`src/rtl/rr_arbiter4.sv`:
```
// rr_arbiter4: four-requester round-robin arbiter with registered one-hot grant and hold-limit preemption
// Ports: clk, rst (async, active-high), req[3:0] level requests,
//        gnt[3:0] one-hot grant, gnt_idx[1:0] encoded owner, gnt_valid = |gnt,
//        preempt one-cycle pulse on the first cycle of a grant taken by the hold limit.
module rr_arbiter4 #(
  parameter int MAX_HOLD = 8
) (
  input  logic       clk,
  input  logic       rst,
  input  logic [3:0] req,
  output logic [3:0] gnt,
  output logic [1:0] gnt_idx,
  output logic       gnt_valid,
  output logic       preempt
);
  typedef enum logic {IDLE, GRANT} state_t;
  state_t     state;
  logic [1:0] o, ptr, k, w;
  logic [7:0] cnt;
  logic [3:0] cand, rot;
  logic [7:0] rot2;
  logic       hit, lim, take;
  // Outside IDLE the owner is masked out; on release its bit is already clear,
  // and on preemption this is exactly the required exclusion.
  always_comb begin
    cand = state == GRANT ? req & ~(4'b0001 << o) : req;
    rot2 = {cand, cand} >> ptr;
    rot  = rot2[3:0];
    k    = rot[0] ? 2'd0 : rot[1] ? 2'd1 : rot[2] ? 2'd2 : 2'd3;
    w    = ptr + k;
    hit  = |cand;
    lim  = cnt == 8'(MAX_HOLD);
    take = state == IDLE || !req[o] || (lim && hit);
  end
  always_ff @(posedge clk or posedge rst) begin
    if (rst) begin
      state     <= IDLE;
      o         <= '0;
      ptr       <= '0;
      cnt       <= '0;
      gnt       <= '0;
      gnt_idx   <= '0;
      gnt_valid <= 1'b0;
      preempt   <= 1'b0;
    end else begin
      preempt <= 1'b0;
      if (take && hit) begin
        state     <= GRANT;
        o         <= w;
        ptr       <= w + 2'd1;
        cnt       <= 8'd1;
        gnt       <= 4'b0001 << w;
        gnt_idx   <= w;
        gnt_valid <= 1'b1;
        preempt   <= state == GRANT && req[o];
      end else if (take) begin
        state     <= IDLE;
        gnt       <= '0;
        gnt_idx   <= '0;
        gnt_valid <= 1'b0;
      end else begin
        cnt <= lim ? cnt : cnt + 8'd1;
      end
    end
  end
endmodule

```
`config.mk`:
```
export PLATFORM = sky130hd
export DESIGN_NAME = rr_arbiter4
export DESIGN_NICKNAME = d
export VERILOG_FILES = /design/src/rtl/rr_arbiter4.sv
export SDC_FILE = /design/constraint.sdc
export NUM_CORES = 1
export LEC_CHECK = 0
export CELL_PAD_IN_SITES_DETAIL_PLACEMENT = 1
export CELL_PAD_IN_SITES_GLOBAL_PLACEMENT = 2
export CORE_UTILIZATION = 38
export DETAILED_ROUTE_END_ITERATION = 10
export DONT_BUFFER_PORTS = 1
export PLACE_DENSITY = 0.86
export SLEW_MARGIN = 20
export SYNTH_ARGS = -nofsm -noshare
export SYNTH_HDL_FRONTEND = slang
export SYNTH_SLANG_ARGS = --single-unit
```
`constraint.sdc`:
```
create_clock -name clk -period 3.23 [get_ports clk]
set_input_delay 0.646 -clock clk [delete_from_list [all_inputs] [get_ports clk]]
set_output_delay 0.646 -clock clk [all_outputs]
set_load 0.1 [all_outputs]
```
======== Word level (Yosys, flattened, before mapping) ========
Index checks and enable logic that the tools add are counted.
storage, ports and cells
  register bits ........................... 20
  output and inout bits ................... 8
  word-level logic and storage cells ...... 45
cells by class
  add/sub/neg operators ................... 3
  $lt $le $gt $ge ......................... 1
  equal/unequal tests ..................... 3
  shift operators ......................... 3
  muxes and demuxes ....................... 16
  bitwise logic cells ..................... 3
  reductions and logical operators ........ 9
operator list
  operator                                                                  count
  8-bit 2-to-1 mux                                                          3
  4-bit 2-to-1 mux                                                          3
  8-bit by 1-bit adder with 8-bit output (second input constant)            1
  8-bit by 4-bit == test with 1-bit output (second input constant)          1
  2-bit 2-to-1 mux                                                          4
  1-bit by 2-bit << shifter with 4-bit output (first input constant)        2
  8-bit by 2-bit right shift with 3-bit output                              1
  1-bit 2-to-1 mux                                                          5
  4-bit AND                                                                 1
  2-bit by 1-bit inequality test with 1-bit output (second input constant)  2
  4-bit inverter                                                            1
  4-bit OR reduction                                                        1
  1-bit logical AND                                                         3
  2-bit by 3-bit < comparator with 1-bit output (second input constant)     1
  2-bit by 1-bit adder with 2-bit output (second input constant)            1
  2-bit adder                                                               1
  1-bit binary-select mux with 2-bit select                                 1
  1-bit logical OR                                                          2
  2-bit AND reduction                                                       1
  2-bit nonzero test                                                        1
  1-bit zero test                                                           1
  1-bit inverter                                                            1

======== Depth between registers and ports, before layout ========
  depth after elaboration ................. 11
  depth in mapped cells ................... 11

======== Worst setup path before layout ========
Ideal clock, no wire load.
  path type ............................... reg-to-reg
  start point ............................. register state
  end point ............................... register ptr[1]
  library setup time ...................... 0.126 ns
  data arrival time ....................... 2.975 ns
  required time ........................... 3.104 ns
  setup slack ............................. 0.129 ns
  stages on the path, launching flop included .. 11
  buffers on the path ..................... 0
  clock period less this slack ............ 3.101 ns
  cell sequence ........................... dfrtp_1 > nor2b_1 > a21boi_0 > or3_2 > a21oi_1 > a311oi_1 > nand2_1 > ha_1 > nor3b_1 > and4bb_1 > a311o_1
on the way
  longest elaborated chain between the ends .. 7
  elaborated cells on any way between the ends .. 13
  classes of those cells .................. add/sub (2); shift (1); mux (4); bitwise (1); reduce/logical (5)
RTL lines
  element                                       RTL line  RTL
  start, declared                               17        state_t state;
  start signal, assigned                        37        state <= IDLE;
  start signal, assigned                        48        state <= GRANT;
  start signal, assigned                        57        state <= IDLE;
  4-bit 2-to-1 mux                              26        cand = state == GRANT ? req & ~(4'b0001 << o) : req;
  8-bit by 2-bit right shift with 3-bit output  27        rot2 = {cand, cand} >> ptr;
  1-bit 2-to-1 mux                              29        k = rot[0] ? 2'd0 : rot[1] ? 2'd1 : rot[2] ? 2'd2 : 2'd3;
  2-bit 2-to-1 mux (2 in series)                29
  2-bit adder                                   30        w = ptr + k;
  2-bit by 1-bit adder with 2-bit output        50        ptr <= w + 2'd1;
  end signal, assigned                          50
  end, declared                                 18        logic [1:0] o, ptr, k, w;
Several ways; a longest one is shown, not always the timed one.
A chain may end at the register's enable or synchronous reset.

======== Worst setup path after layout ========
  start point ............................. register o[1]
  end point ............................... register ptr[1]
on the way
  longest elaborated chain between the ends .. 10
  elaborated cells on any way between the ends .. 18
  classes of those cells .................. add/sub (2); shift (2); mux (6); bitwise (2); reduce/logical (6)
RTL lines
  element                                       RTL line  RTL
  start, declared                               18
  start signal, assigned                        49        o <= w;
  1-bit by 2-bit << shifter with 4-bit output   26
  4-bit inverter                                26
  4-bit AND                                     26
  4-bit 2-to-1 mux                              26
  8-bit by 2-bit right shift with 3-bit output  27
  1-bit 2-to-1 mux                              29
  2-bit 2-to-1 mux (2 in series)                29
  2-bit adder                                   30
  2-bit by 1-bit adder with 2-bit output        50
Several ways; a longest one is shown, not always the timed one. The select of a mux whose other input is x is not followed.

==> results.cfg <==
[logic_synthesis]
ys_seq_area_frac = 0.409
syn-cell-area_um2 = 1220
synth.net_count = 139
synthDistinctLibCells = 42
yosysWarnings = 0
synthesis.instances = 129
syn_avg_cell_area_um2 = 9.50
dominantRegCellSynth = dfrtp_1
synth-async-reset-ratio = 1.00
synth-edff-count = 0
ys_seq_elements = 20

[pwr]
power_density_nw_per_um2 = 1150
p_sw_frac = 0.508
total_switching_power_mw = 0.762
static-leakage-power_nw = 0.577
combPwrFrac = 0.443
worst_case_vdd_ir_drop_mv = 0.377
p_int_mw = 0.739
clockPowerShare = 0.136
power.share.sequential = 0.421

[worst_setup_path]
worst-endpoint-arrival_ps = 2990
r2r.worst_path.cells = 10
crit_path_max_fanout = 7
rr_endpoint = ptr[1]
worst_setup_path_start_kind = register
timing.critical_path.to_type = register
required_ps = 3430
worst_flop_to_flop_path_startpoint = o[1]
regToRegSetupSlack_ps = 440
worst-setup-path-type = reg2reg

[clock_tree]
cts_h_tree_lvls = 1
root_buffer = clkbuf_4
holdBufCountCts = 0
clock_tree_from_tritoncts = built
postCtsSetupRepairBufs = 0
clock_tree.buffer_depth = 2
worst_skew_late_latency_ps = 300
cts.clk_slew.worst_paths_ps = 120
cts-buffers-inserted = 3
clk_sinks = 20
cts.repair.resized = 0

[cells_and_area]
insertedDiodeCount = 0
stdcell_area_um2 = 1310
final_layout_size_suffix_gt1_frac = 0.123
layout_overhead_on_the_synthesized_area_pct = 6.64
layout.nets = 141
finalCoreUtilization = 0.428
final_common_cell = dfrtp_1
final_cell_mix = dfrtp_1 (20), nor2_1 (14), o21ai_0 (9)

[timing]
clock_skew_ps = 7.63
report.final.slew_viol_count = 0
finalWorstPathRequiredPeriod_ps = 2790
grt_setup_unrepaired = no
final.hold.worst_slack_ps = 343
timing.final.setup_violations = 0
finalHoldViolCount = 0
layout_setup_ws_ps = 442
tightestPinTransition_ps = 912
totalNegativeSetupSlack_ps = 0
maxClockFrequency_ghz = 0.359
layout_worst_path_cycle_share = 0.863
relative_slew_margins = 0.392

[global_routing]
first_global_vias = 1047
grt-ovfl-total = 0
grt_util_all_layers = 0.188
wire_length_of_the_first_global_routing_pass_mm = 4.91
grt_start_max_net_pins = 21
grt_antenna_before_repair = 0

[place]
hpwlAfterDp_mm = 2.09
port_buffers = 0
place.gp.congestion = 0.786
dpl-instance-area_um2 = 1250
place_worst_setup_slack_ps = 475

[status]
result_of_the_run = finished, final reports clean

[floorplanning]
i_o_pin_count = 14
placementRows = 20
dieHeight_um = 58.8
die_area_um2 = 3450
die_width_um = 58.8
start_util = 0.401
core_um2 = 3050

[run]
drv_cap = 0

[routing]
postRouteWirelength_mm = 2.72
antenna_left = 0
vias_per_cell = 5.45
drc = 0
wl_per_cell_um = 15.6
dr.first_iter.drc_count = 20
detailroute.via_count = 948
first_pass_drt_iterations = 4

[min_path]
hold_path_class = in2async
-- layer usage --
layer | part of all wire | vias up | routed length (um) | track usage
met1 | 0.43 | 478 | 1160 | 0.234
li1 | - | 462 | - | -
met2 | 0.55 | 6 | 1490 | 0.333
met5 | 0 | - | 0 | 0
met3 | 0.017 | 2 | 46 | 0.0352
met4 | 0.0044 | 0 | 12 | 0.0476
-- worst max path at each step --
stage                     startpoint  endpoint  depth (start not counted)
after global routing            o[1]    ptr[1]                         10
after global placement          o[0]    ptr[1]                         10
final                           o[1]    ptr[1]                         10
after CTS                       o[1]    ptr[1]                         10
after floorplan                state    ptr[1]                         10
after detailed placement        o[1]    ptr[1]                         10
-- critical path: stages, from the launching register on --
cell,delay (ps)
dfrtp_1,470
nor2b_1,240
a21boi_0,180
or3_2,430
a21oi_1,130
a311oi_1,50
nand2_1,120
ha_1,160
nor3b_1,280
and4bb_1,280
a311o_1,330
-- cell families (layout without fill, tap and decap cells) --
logic type	count (synthesis)	after routing	synth area share
DFF	20	20	0.409
and+or+nand+nor	49	49	0.219
AOI/OAI and AO/OA	37	37	0.217
xor gates and xnor gates	4	4	0.0286
buffers and inverters	10	11	0.0460
adders and majority gates	4	4	0.0409
muxes	5	5	0.0409
-- layout make-up --
| class | count | area (um^2) |
|---|---|---|
| Timing Repair Buffer | 1 | 7.51 |
| Multi-Input combinational cell | 99 | 668 |
| Clock buffer | 3 | 22.5 |
| Tap cell | 44 | 55.1 |
| Inverter | 6 | 22.5 |
| Fill cell | 368 | 1750 |
| Clock inverter | 1 | 30.0 |
| Sequential cell | 20 | 500 |
-- state kept, by name, indices dropped and copies added (netlist names) --
name,cells
cnt,8
gnt,4
gnt_idx,2
o,2
preempt,1
ptr,2
state,1
-- synth_stat cells (2+ instances only) --
master	n	share of area
o21ai_1	2	0.0082
nand2_1	8	0.025
inv_1	6	0.018
buf_4	3	0.018
mux2i_1	5	0.041
o21ai_0	9	0.037
a22o_1	3	0.021
a21oi_2	3	0.021
a32o_1	3	0.025
dfrtp_1	20	0.41
and3_1	4	0.020
nand3_1	4	0.016
a21boi_0	2	0.012
xnor2_1	2	0.014
xor2_1	2	0.014
a21oi_1	5	0.020
nand2b_1	3	0.015
nor2_1	14	0.043
nor3_1	3	0.012
nor2b_1	3	0.015
ha_1	4	0.041
-- power by group through the flow --
stage / Combinational, mW / Sequential [mW] / Clock, mW
2_1_floorplan: 0.589 / 0.593 / 0
3_5_place_dp: 0.672 / 0.638 / 0
4_1_cts: 0.678 / 0.632 / 0.210
6_report: 0.665 / 0.632 / 0.204
3_3_place_gp: 0.641 / 0.631 / 0
5_1_grt: 0.755 / 0.645 / 0.220
-- through the flow --
stage | std cells | power, mW
final | 174 | 1.50
after global placement | 170 | 1.27
after floorplan | 129 | 1.18
after global routing | 174 | 1.62
after detailed placement | 170 | 1.31
after CTS | 174 | 1.52
No activity file was read; power rests on OpenSTA's default activity.
